`config.mk`:
```
export PLATFORM = sky130hd
export DESIGN_NAME = brch_pred_sched_ctrl
export DESIGN_NICKNAME = d
export VERILOG_FILES = /design/src/rtl/brch_pred_sched_ctrl.sv
export SDC_FILE = /design/constraint.sdc
export NUM_CORES = 1
export LEC_CHECK = 0
export CAP_MARGIN = 20
export CORE_ASPECT_RATIO = 1.5
export CORE_MARGIN = 4
export CORE_UTILIZATION = 53
export CTS_CLUSTER_DIAMETER = 40
export DETAILED_ROUTE_END_ITERATION = 10
export PLACE_DENSITY = 0.78
export SKIP_LAST_GASP = 1
export SYNTH_ARGS = -nofsm -noshare
export SYNTH_HDL_FRONTEND = slang
export SYNTH_SLANG_ARGS = --single-unit
export TNS_END_PERCENT = 20
```
`constraint.sdc`:
```
create_clock -name clk -period 4 [get_ports clk]
set_input_delay 0.8 -clock clk [delete_from_list [all_inputs] [get_ports clk]]
set_output_delay 0.8 -clock clk [all_outputs]
set_load 0.1 [all_outputs]
```
`src/rtl/brch_pred_sched_ctrl.sv`:
```
// Scheduler for the correlational branch predictor: in-flight prediction queue,
// registered LHT/LPT update strobes, mispredict flush and table-clear walk.
module brch_pred_sched_ctrl #(
  parameter int IDX_W   = 5,
  parameter int Q_DEPTH = 4,
  parameter int CNT_W   = 16
) (
  input  logic             clk,
  input  logic             rst_n,
  input  logic             brch_instr_detectd_IF,
  input  logic             if_stall,
  input  logic [IDX_W-1:0] branch_addr_IF,
  input  logic             predict_br_taken,
  input  logic             brch_instr_detectd_ID,
  input  logic             brch_hazard_stall,
  input  logic             actual_brch_result,
  input  logic             soft_clear,
  output logic             upd_en,
  output logic [IDX_W-1:0] upd_addr,
  output logic             upd_result,
  output logic             clr_en,
  output logic [IDX_W-1:0] clr_addr,
  output logic             pred_busy,
  output logic             mispredict_flush,
  output logic             q_full,
  output logic             q_empty,
  output logic [1:0]       err_sticky,
  output logic [CNT_W-1:0] mispredict_cnt
);

  localparam int PTR_W = $clog2(Q_DEPTH);
  localparam logic [PTR_W:0]   FULL_CNT = (PTR_W+1)'(Q_DEPTH);
  localparam logic [IDX_W-1:0] CLR_MAX  = '1;

  typedef enum logic [1:0] {ST_CLEAR = 2'd0, ST_RUN = 2'd1, ST_FLUSH = 2'd2} state_e;

  state_e           state_q, state_d;
  logic [PTR_W-1:0] head_q, head_d, tail_q, tail_d;
  logic [PTR_W:0]   count_q, count_d;
  logic [IDX_W-1:0] qaddr_q [Q_DEPTH];
  logic             qpred_q [Q_DEPTH];

  logic             upd_en_q, upd_en_d, upd_result_q, upd_result_d;
  logic [IDX_W-1:0] upd_addr_q, upd_addr_d, clr_addr_q, clr_addr_d;
  logic             clr_en_q, clr_en_d, pred_busy_q, pred_busy_d;
  logic             flush_q, flush_d, q_full_q, q_full_d, q_empty_q, q_empty_d;
  logic [1:0]       err_q, err_d;
  logic [CNT_W-1:0] cnt_q, cnt_d;

  logic run_s, push_req_s, resolve_s, pop_s, mispred_s, soft_s, drop_all_s;
  logic full_s, wr_s, ovf_s, unf_s;

  // Event decode; a resolution defers soft_clear so its update completes first.
  always_comb begin
    run_s      = (state_q == ST_RUN);
    push_req_s = run_s & brch_instr_detectd_IF & ~if_stall & ~pred_busy_q;
    resolve_s  = run_s & brch_instr_detectd_ID & ~brch_hazard_stall;
    pop_s      = resolve_s & (count_q != '0);
    unf_s      = resolve_s & (count_q == '0);
    mispred_s  = pop_s & (qpred_q[head_q] != actual_brch_result);
    soft_s     = run_s & soft_clear & ~resolve_s;
    drop_all_s = mispred_s | soft_s;
    full_s     = (count_q == FULL_CNT);
    wr_s       = push_req_s & ~drop_all_s & (~full_s | pop_s);
    ovf_s      = push_req_s & ~drop_all_s & full_s & ~pop_s;
  end

  // FSM state register.
  always_ff @(posedge clk or negedge rst_n) begin
    if (!rst_n) begin
      state_q <= ST_CLEAR;
    end else begin
      state_q <= state_d;
    end
  end

  // FSM next state.
  always_comb begin
    state_d = state_q;
    case (state_q)
      ST_CLEAR: begin
        if (clr_en_q && (clr_addr_q == CLR_MAX)) state_d = ST_RUN;
        else                                     state_d = ST_CLEAR;
      end
      ST_RUN: begin
        if (mispred_s)   state_d = ST_FLUSH;
        else if (soft_s) state_d = ST_CLEAR;
        else             state_d = ST_RUN;
      end
      ST_FLUSH: state_d = ST_RUN;
      default:  state_d = ST_CLEAR;
    endcase
  end

  // Next values of the registered outputs and queue bookkeeping.
  always_comb begin
    clr_en_d     = (state_d == ST_CLEAR);
    clr_addr_d   = '0;
    if ((state_q == ST_CLEAR) && clr_en_q && (state_d == ST_CLEAR)) clr_addr_d = clr_addr_q + IDX_W'(1);
    else                                                            clr_addr_d = '0;
    pred_busy_d  = (state_d != ST_RUN);
    upd_en_d     = pop_s;
    upd_addr_d   = pop_s ? qaddr_q[head_q] : '0;
    upd_result_d = pop_s ? actual_brch_result : 1'b0;
    flush_d      = mispred_s;
    cnt_d        = (mispred_s && (cnt_q != '1)) ? cnt_q + CNT_W'(1) : cnt_q;
    err_d        = err_q | {unf_s, ovf_s};
    if (drop_all_s) begin
      head_d  = '0;
      tail_d  = '0;
      count_d = '0;
    end else begin
      head_d  = head_q + PTR_W'(pop_s);
      tail_d  = tail_q + PTR_W'(wr_s);
      count_d = count_q + (PTR_W+1)'(wr_s) - (PTR_W+1)'(pop_s);
    end
    q_full_d  = (count_d == FULL_CNT);
    q_empty_d = (count_d == '0);
  end

  // Output, pointer and queue storage registers.
  always_ff @(posedge clk or negedge rst_n) begin
    if (!rst_n) begin
      head_q       <= '0;
      tail_q       <= '0;
      count_q      <= '0;
      upd_en_q     <= 1'b0;
      upd_addr_q   <= '0;
      upd_result_q <= 1'b0;
      clr_en_q     <= 1'b0;
      clr_addr_q   <= '0;
      pred_busy_q  <= 1'b1;
      flush_q      <= 1'b0;
      q_full_q     <= 1'b0;
      q_empty_q    <= 1'b1;
      err_q        <= 2'b00;
      cnt_q        <= '0;
      for (int i = 0; i < Q_DEPTH; i++) begin
        qaddr_q[i] <= '0;
        qpred_q[i] <= 1'b0;
      end
    end else begin
      head_q       <= head_d;
      tail_q       <= tail_d;
      count_q      <= count_d;
      upd_en_q     <= upd_en_d;
      upd_addr_q   <= upd_addr_d;
      upd_result_q <= upd_result_d;
      clr_en_q     <= clr_en_d;
      clr_addr_q   <= clr_addr_d;
      pred_busy_q  <= pred_busy_d;
      flush_q      <= flush_d;
      q_full_q     <= q_full_d;
      q_empty_q    <= q_empty_d;
      err_q        <= err_d;
      cnt_q        <= cnt_d;
      if (wr_s) begin
        qaddr_q[tail_q] <= branch_addr_IF;
        qpred_q[tail_q] <= predict_br_taken;
      end
    end
  end

  assign upd_en           = upd_en_q;
  assign upd_addr         = upd_addr_q;
  assign upd_result       = upd_result_q;
  assign clr_en           = clr_en_q;
  assign clr_addr         = clr_addr_q;
  assign pred_busy        = pred_busy_q;
  assign mispredict_flush = flush_q;
  assign q_full           = q_full_q;
  assign q_empty          = q_empty_q;
  assign err_sticky       = err_q;
  assign mispredict_cnt   = cnt_q;

endmodule

```
==> results.ini, run 1 <==
[sta]
clock.fmax_mhz=302
period_needed_ps=3310
clock_skew_ps=5.95
slew_headroom_pct=33.8
hold_viol=0
slew_viol_final=0
worst_slack_ps=686
setup_viol=0
min_period_over_period_pct=82.8
setup_tns_ps=0
worst_pin_slew_ps=990
rsz0062_at_grt=no

[yosys]
netlist_area_um2=3060
yosysTopAreaCell=dfrtp_1
ys_seq_area_share_pct=55.7
yosys_warnings=0
syn_area_per_cell_um2=13.7
async_reset_ff_share_pct=100
ys_seq_elements=68
yosys-top-cells-area=dfrtp_1 (54%), mux2_2 (7.4%), xnor2_1 (5.2%)
synthCells=224
synthFlopType=dfrtp_1
syn-num-nets=246
synth_cell_types=42
synth_edf_count=0
yosys.area.top_type_share_pct=54.0

[worst_setup_path]
endpoint_kind=register
ff2ff_path_depth=13
critical_path.max_fanout=6
r2r-end=q_full$_DFF_PN0_
cp_slowest_cell=clkdlybuf4s50_1
critPathLaunchType=input port
reg2reg_from=head_q[0]$_DFF_PN0_
critical_path_buf_inv_count=3
path_delay_family=simple AND/OR/NAND/NOR gates
rrSetupSlack_ps=850
path_common_cell=nand2b_1
cp_cell_sequence=clkdlybuf4s50_1, nand2b_1, o211a_1, nand2b_1, nand2b_1, ha_1, inv_1, ha_1, inv_1, fa_1, xnor2_1, xnor2_1, nor3b_1
critPathMaxStageDelay_ps=430
worst-setup-path-type=in2reg
required_ps=4250
cp.arrival_ps=3560

[placed_design]
portBuffers=48
dp_hpwl_um=4280
place.gp.congestion=0.811
post-place-ws_ps=352

[grt]
track_usage_pct=18.1
grt_pass1_wl_um=9810
overflow=0
grt_max_degree=40
antenna_found_initial=0
first_global_vias=2114

[final_layout]
layout_commonest_cell=dfrtp_1
nNetsFinal=306
final_core_util_pct=68.7
most-common-layout-cells=dfrtp_1 (66), clkdlybuf4s50_1 (47), mux2_2 (20)
fillers=427
drive_above_1_share_pct=20.1
antennaDiodeCount=0
area.growth.synth_to_final_pct=24.3

[floorplanning]
fp.coreArea_um2=5530
die_height_um=101
die_x_um=70.0
dieArea_um2=7080
row_count=33
num_io_pins=49
initial_core_util_pct=55.3

[clocking]
cts_hold_buf=0
clockRootBuffer=clkbuf_8
clkSinkCount=68
post-cts-setup-buffers=0
post_cts_resized=0
cts_tree=built
clk_path_buf_depth=2
cts-htree-levels=3
worst_skew_pair.late_latency_ps=340
numCtsBuffers=9
clk_pin_slew_ps=60

[run_status]
status=complete, no violations

[drt]
dr.pass1.iters=4
drtIter0Drc=69
drc=0
wl_per_cell_um=16.4
ant_nets=0
wl_um=5860
avgViaCountPerCell=5.45
via_count=1950

[power_and_ir_drop]
power.density_nw_per_um2=550
p_leak_uw=0.00178
ir_drop_mv=0.292

[worst_hold_path]
hold_path_class=reg2reg
hp-start=err_sticky[1]$_DFF_PN0_
whs_path_depth=1
whs_endpoint=err_sticky[1]$_DFF_PN0_

[job]
cap_violations=0

cells in the mapped netlist, drive strengths merged (2+ instances only):
library cell,count
and3,8
nand3,6
dfstp,2
nor2,12
clkbuf,2
ha,7
inv,7
nand2,10
mux4,6
and2,13
a21oi,3
nand2b,5
nor4b,3
nand4,7
mux2,26
buf,2
xor2,2
xnor2,19
nor3,2
dfrtp,66
worst max-delay path by stage:
stage | cells after the start | startpoint | end
after floorplan | 12 | brch_hazard_stall | q_full$_DFF_PN0_
after global placement | 13 | brch_hazard_stall | q_full$_DFF_PN0_
after detailed placement | 13 | brch_hazard_stall | q_full$_DFF_PN0_
after CTS | 13 | brch_hazard_stall | q_full$_DFF_PN0_
after global routing | 13 | brch_hazard_stall | q_full$_DFF_PN0_
final | 13 | brch_hazard_stall | q_full$_DFF_PN0_
power by group:
group | total [µW] | switching, µW | internal, µW
Combinational | 754 | 517 | 237
Sequential | 852 | 75.7 | 777
Clock | 485 | 232 | 254
cells by family after synthesis:
| group | count (synthesis) | share of synthesized area (%) |
|---|---|---|
| buffers and inverters | 11 | 1.72 |
| adder cells (fa/ha/maj) | 8 | 3.52 |
| flip-flops | 68 | 55.7 |
| XOR/XNOR | 21 | 6.62 |
| AND/OR/NAND/NOR | 73 | 14.5 |
| multiplexers | 32 | 15.0 |
| AO/OA/AOI/OAI | 11 | 3.03 |
stage by stage:
stage	area [µm²]	total power [µW]	instances	hold WS [ps]
after floorplan	3060	1430	224	472
after global placement	3630	1610	343	478
after detailed placement	3630	1620	343	461
after CTS	3800	2110	358	481
after global routing	3800	2190	358	501
final	3800	2090	358	477
worst register-to-register path: cells and delay by family, from the launching register on:
family          cells  cell delay (ps)
compound gates      1              210
xor+xnor            3              600
fa+ha+maj           3              770
buf+inv             3              280
flops               1              320
mux                 1              580
simple gates        2              300
per-layer routing:
layer	part of all wire, %	track usage (%)
met1	40	20.9
met2	54	32.2
met3	3.8	3.59
met4	2.1	8.41
met5	0	0
layout make-up:
type / instances / area, µm² / share of cell area, %
clock buffer: 13 / 159 / 4.18
clock inverter: 2 / 10.0 / 0.263
inverter: 7 / 26.3 / 0.691
multi-input combinational: 145 / 1300 / 34.3
sequential: 68 / 1700 / 44.8
tap: 70 / 87.6 / 2.30
timing repair buffer: 53 / 513 / 13.5
registers in the layout (all words and copies together) (netlist names), 2 cells and up:
signal          cells
clr_addr            5
count_q             3
err_sticky          2
head_q              2
mispredict_cnt     16
qaddr_q            20
qpred_q             4
state_q             2
tail_q              2
upd_addr            5
(Power assumes the default switching activity.)
==> inputs of run 2 (changes only) <==
--- a/config.mk
+++ b/config.mk
@@ -8,10 +8,10 @@
 export CAP_MARGIN = 20
 export CORE_ASPECT_RATIO = 1.5
 export CORE_MARGIN = 4
-export CORE_UTILIZATION = 53
+export CORE_UTILIZATION = 48
 export CTS_CLUSTER_DIAMETER = 40
 export DETAILED_ROUTE_END_ITERATION = 10
-export PLACE_DENSITY = 0.78
+export PLACE_DENSITY = 0.75
 export SKIP_LAST_GASP = 1
 export SYNTH_ARGS = -nofsm -noshare
 export SYNTH_HDL_FRONTEND = slang
==> constraint.sdc (replaced) <==
create_clock -name clk -period 2.9 [get_ports clk]
set_input_delay 0.58 -clock clk [delete_from_list [all_inputs] [get_ports clk]]
set_output_delay 0.58 -clock clk [all_outputs]
set_load 0.1 [all_outputs]
==> run 2 against run 1 <==
  * Worst setup slack worse by 670 ps
  * Worst hold slack worse by 260 ps
  * Total power up 42%
  * First-iteration DRC count is 74% higher
  * Non-clock buffer count grew 16
  * Core utilization is 5.8 points lower
  * Clock power up 48%
==> results.ini, run 2 (synthesized netlist as in run 1, its figures left out) <==
[run_status]
status=complete, no violations  ; unchanged

[grt]
grt_max_degree=69  ; was 40
grt_pass1_wl_um=9900  ; was 9810 µm
overflow=0  ; unchanged
track_usage_pct=17.0  ; was 18.1%
first_global_vias=2051  ; was 2114
antenna_found_initial=0  ; unchanged

[sta]
rsz0062_at_grt=yes  ; was no
clock_skew_ps=6.49  ; was 5.95 ps
min_period_over_period_pct=99.5
period_needed_ps=2890
slew_viol_final=0  ; unchanged
hold_ws_ps=219  ; was 477 ps
clock.fmax_mhz=347
hold_viol=0  ; unchanged
slew_headroom_pct=72.5  ; was 33.8%
worst_slack_ps=14.2  ; was 686 ps
worst_pin_slew_ps=413  ; was 990 ps
setup_viol=0  ; unchanged

[worst_setup_path]
worst-setup-path-type=reg2reg  ; was in2reg
endpoint_kind=register  ; unchanged
required_ps=3160  ; was 4250 ps
critical_path.max_fanout=3  ; was 6
critPathLaunchType=register  ; was input port
cp.arrival_ps=3150  ; was 3560 ps

[drt]
wl_um=5870  ; was 5860 µm
wl_per_cell_um=15.5  ; was 16.4 µm
drtIter0Drc=120  ; was 69
ant_nets=0  ; unchanged
avgViaCountPerCell=5.27  ; was 5.45
dr.pass1.iters=4  ; unchanged
via_count=1998  ; was 1950
drc=0  ; unchanged

[final_layout]
drive_above_1_share_pct=37.4  ; was 20.1%
most-common-layout-cells=dfrtp_1 (66), buf_4 (55), mux2_2 (20)  ; was dfrtp_1 (66), clkdlybuf4s50_1 (47), mux2_2 (20)
fillers=469  ; was 427
area.growth.synth_to_final_pct=27.1  ; was 24.3%
final_core_util_pct=63.0  ; was 68.7%
final_cells=379  ; was 358
layout_commonest_cell=dfrtp_1  ; unchanged
regArea_um2=1700  ; unchanged
multi_input_area_um2=1320  ; was 1300 µm²
top_register=qaddr_q  ; unchanged
antennaDiodeCount=0  ; unchanged
nNetsFinal=322  ; was 306
largest_reg_flops=20  ; unchanged

[power_and_ir_drop]
p_total_uw=2980  ; was 2090 µW
power.density_nw_per_um2=765  ; was 550 nW/µm²
p_leak_uw=0.00193  ; was 0.00178 µW
ir_drop_mv=0.351  ; was 0.292 mV

[floorplanning]
row_count=35  ; was 33
die_x_um=73.2  ; was 70.0 µm
die_height_um=106  ; was 101 µm
dieArea_um2=7740  ; was 7080 µm²
num_io_pins=49  ; unchanged
initial_core_util_pct=49.6  ; was 55.3%
fp.coreArea_um2=6170  ; was 5530 µm²

[clocking]
cts_hold_buf=0  ; unchanged
clkSinkCount=68  ; unchanged
cts-htree-levels=3  ; unchanged
clk_path_buf_depth=2  ; unchanged
numCtsBuffers=9  ; unchanged
worst_skew_pair.late_latency_ps=340  ; about the same
cts_tree=built  ; unchanged
clk_pin_slew_ps=70  ; was 60 ps
clockRootBuffer=clkbuf_8  ; unchanged

[placed_design]
post-place-ws_ps=-369  ; was 352 ps
dp_hpwl_um=4340  ; was 4280 µm
portBuffers=48  ; unchanged
post-place-cells=361  ; was 343
place.gp.congestion=0.815  ; was 0.811

[job]
cap_violations=0  ; unchanged

[worst_hold_path]
hold_path_class=in2async  ; was reg2reg

[run 2: cell count changes in the layout (fill, tap and decap cells not counted)]
cell	delta
buf_4	+50
clkdlybuf4s50_1	-35
clkinvlp_4	+2
buf_12	+1
clkbuf_1	-1
clkbuf_8	+1
clkinv_2	-1
fa_1	-1
fa_2	+1
nor3b_1	-1
nor3b_2	+1
xnor2_1	-1
xnor2_2	+1
[run 2: worst paths after layout]
path | start | endpoint | slack (ps) | cells after the start
worst min-delay path | rst_n | clr_addr[2]$_DFF_PN0_ | 220 | 2
worst max register to register | head_q[0]$_DFF_PN0_ | q_full$_DFF_PN0_ | 10 | 12
max in group asynchronous | rst_n | pred_busy$_DFF_PN1_ | 2360 | 2
worst min register to register | err_sticky[1]$_DFF_PN0_ | err_sticky[1]$_DFF_PN0_ | 480 | 1
worst max-delay path | head_q[0]$_DFF_PN0_ | q_full$_DFF_PN0_ | 10 | 12
min in group clk | err_sticky[1]$_DFF_PN0_ | err_sticky[1]$_DFF_PN0_ | 480 | 1
[run 2: report_power, final]
group          internal, µW  leakage, µW  switching (µW)
combinational           356     0.000925             731
sequential             1070     0.000916            99.7
clock                   379    0.0000917             340
total                  1810      0.00193            1170
[run 2: metal layers]
layer | part of all wire (%) | vias up | GRT usage, % | routed length, µm
li1 | - | 941 | - | -
met1 | 38 | 1010 | 20.2 | 2220
met2 | 56 | 38 | 28.5 | 3270
met3 | 3.9 | 9 | 2.86 | 229
met4 | 2.6 | 0 | 9.50 | 153
met5 | 0 | - | 0 | 0
[run 2: area by class of cell]
class | instances | area share [%]
Tap cell | 74 | 2.38
Timing Repair Buffer | 69 | 14.4
Sequential cell | 68 | 43.8
Clock buffer | 13 | 4.34
Clock inverter | 3 | 0.515
Multi-Input combinational cell | 145 | 33.9
Inverter | 7 | 0.676
[run 2: what timing repair did]
item,CTS,global route
endpoints found under the setup margin,1,3
hold endpoints to repair,0,0
setup buffers,1,1
resized for setup,0,2
pin swaps,2,1
[run 2: stage by stage]
step / setup TNS, ps / instance area [µm²]
2_1_floorplan: -36.6 / 3070
3_3_place_gp: -694 / 3670
3_5_place_dp: -1000 / 3670
4_1_cts: -38.2 / 3870
5_1_grt: -421 / 3890
6_report: 0 / 3890
[run 2: critical path: stages (launching register included)]
cell,delay (ps)
dfrtp_1,380
mux4_2,570
xnor2_4,150
o31a_1,260
nand2b_1,120
ha_1,240
inv_1,50
ha_1,130
inv_1,50
fa_2,340
xnor2_2,140
xnor2_1,180
nor3b_2,190
==> inputs of run 3 (changes only) <==
--- a/config.mk
+++ b/config.mk
@@ -10,6 +10,7 @@
 export CORE_MARGIN = 4
 export CORE_UTILIZATION = 48
 export CTS_CLUSTER_DIAMETER = 40
+export CTS_CLUSTER_SIZE = 40
 export DETAILED_ROUTE_END_ITERATION = 10
 export PLACE_DENSITY = 0.75
 export SKIP_LAST_GASP = 1
==> results of run 3 <==
No change in the layout: final DEF, timing and power equal those of run 2.
==> variant: new RTL, flow settings as in run 3 <==
Change the parameter `IDX_W` from 5 to 6.
--- a/src/rtl/brch_pred_sched_ctrl.sv
+++ b/src/rtl/brch_pred_sched_ctrl.sv
@@ -1,7 +1,7 @@
 // Scheduler for the correlational branch predictor: in-flight prediction queue,
 // registered LHT/LPT update strobes, mispredict flush and table-clear walk.
 module brch_pred_sched_ctrl #(
-  parameter int IDX_W   = 5,
+  parameter int IDX_W   = 6,
   parameter int Q_DEPTH = 4,
   parameter int CNT_W   = 16
 ) (
Ports: changed (resized branch_addr_IF, clr_addr and upd_addr); port bits go from 49 to 52. The function was not compared with the original's and may differ.
==> variant against run 3 <==
  * Largest power group unchanged
  * Sequential share of layout area increased by 0.17 points
  * Sequential cell count up 6
  * Final area up 8.4%
  * Final cell count is 4.0% higher
  * Die area is 6.2% higher
  * Routed wire length rose by 12%
  * Hold slack better by 0.0074 ns
  * Power rose by 10%
  * First-iteration DRC count down 5.0%
  * Worst setup slack improved by 0.013 ns
  * Area after synthesis up 6.8%
  * Critical endpoint unchanged
==> variant: results (changes against run 3) <==
Post-synth top cells: dfrtp_1 (72), mux2_2 (25), xnor2_1 (17), and2_1 (14), nor2_1 (14)
H-tree depth: 3 (unchanged)
layout cells sized above 1: 38.7% (+1.3 points)
drc violations: 0 (unchanged)
outcome: completed
Slowest cell on crit path: mux4_2
Peak VDD IR: 429 uV (+22%)
CP max stage delay: 0.54 ns (-0.03 ns)
diode count: 0 (unchanged)
CTS Buffer Depth: 2 (unchanged)
routed via count: 2099 (+5.1%)
yosys synthesis warning count: 0 (unchanged)
measured slew at the worst slew-check pin: 0.569 ns (+0.156 ns)
GPL Wtd Cong: 0.798 (-2.1%)
ys async rst share: 100% (unchanged)
Crit path max-delay family: adder cells
Post-synth EDFFs: 0 (unchanged)
GRT Util Overall: 18.0% (+0.93 points)
total CTS buffers: 9 (unchanged)
Syn Inst Count: 238 (+6.3%)
Final nets: 335 (+4.0%)
hold crit path type: input port to async pin
port bufs: 51 (+6.3%)
DRT Pass-1 Iters: 4 (unchanged)
Synth Net Count: 260 (+5.7%)
number of global-route vias before repair: 2310 (+13%)
library cells used by synthesis: 38 (-9.5%)
pin count of the biggest net entering global routing: 27 (-61%)
antenna violations before repair: 0 (unchanged)
Largest Register: qaddr_q
initial drt markers: 114 (-5.0%)
critical path peak fanout: 3 (unchanged)
Place WS: -0.601 ns (-0.232 ns)
clock latency on the worst-skew pair: 0.34 ns (about the same)
Worst R2R Path Depth: 12 (unchanged)
Area contributors post-synth: dfrtp_1 (55%), mux2_2 (8.6%), xnor2_1 (4.6%)
max reg flops: 24 (+20%)
first-pass GRT wire length: 11000 um (+11%)
DP HPWL: 4750 um (+9.5%)
post-route insts no fill: 394 (+4.0%)
Clock Pin Slew Worst Setup and Hold Paths: 0.08 ns
P_leak: 0.00213 uW (+10%)
Critical Path RT: 3.14 ns (-0.02 ns)
Post-Route WL: 6590 um (+12%)
clk root buf: clkbuf_8
placed cell areas: 0.00392 mm2 (+6.7%)
final clock skew: 0.0127 ns (+0.00620 ns)
sequential fraction of the synthesis area: 56.7% (+1.0 points)
placed insts: 377 (+4.4%)
-- variant: cell count changes in the layout (fill, tap and decap cells not counted), moves of 3 or more --
cell	before	now
nor4b_2	0	3
mux4_1	2	5
dfrtp_1	66	72
bufinv_16	0	3
mux2_2	20	25
and3_1	8	4
nand2_1	10	7
ha_1	7	4
-- variant: path summary, 6_finish.rpt --
check                                endpoint           from  slack [ns]
worst max register to register         q_full      head_q[0]        0.03
max in group asynchronous              upd_en          rst_n        1.92
worst min register to register  err_sticky[1]  err_sticky[1]        0.49
min in group clk                err_sticky[1]  err_sticky[1]        0.49
worst min-delay path                   q_full          rst_n        0.23
worst max-delay path                   q_full      head_q[0]        0.03
-- variant: timing repair --
item	in CTS	in global routing
pin swaps	6	0
endpoints found under the setup margin	2	3
gates resized for setup	6	2
buffers inserted	1	0
-- variant: power by group --
group	total (uW)	internal [uW]	leakage [uW]	switching, uW
combinational	1040	317	0.00101	724
sequential	1250	1140	0.000999	106
clock	985	619	0.000123	366
total	3280	2080	0.00213	1200
-- variant: cell families after synthesis --
group,share of synthesized area (%)
multiplexers,17.2
flip-flops,56.7
buffers and inverters,2.22
AO/OA/AOI/OAI,1.99
adder cells (fa/ha/maj),2.91
XOR/XNOR,5.86
AND/OR/NAND/NOR,13.1
-- variant: area by class of cell --
class,count,area (um2)
clock inverter,4,97.6
fill,491,2360
timing repair buffer,70,566
clock buffer,12,155
multi-input combinational,149,1410
inverter,9,33.8
tap,76,95.1
sequential,74,1850
-- variant: metal layers --
metal / GRT usage [%] / share of wire [%]
met1: 20.7 / 39
met5: 0 / 0
met2: 31.5 / 55
met4: 8.75 / 2.6
met3: 2.95 / 3.5
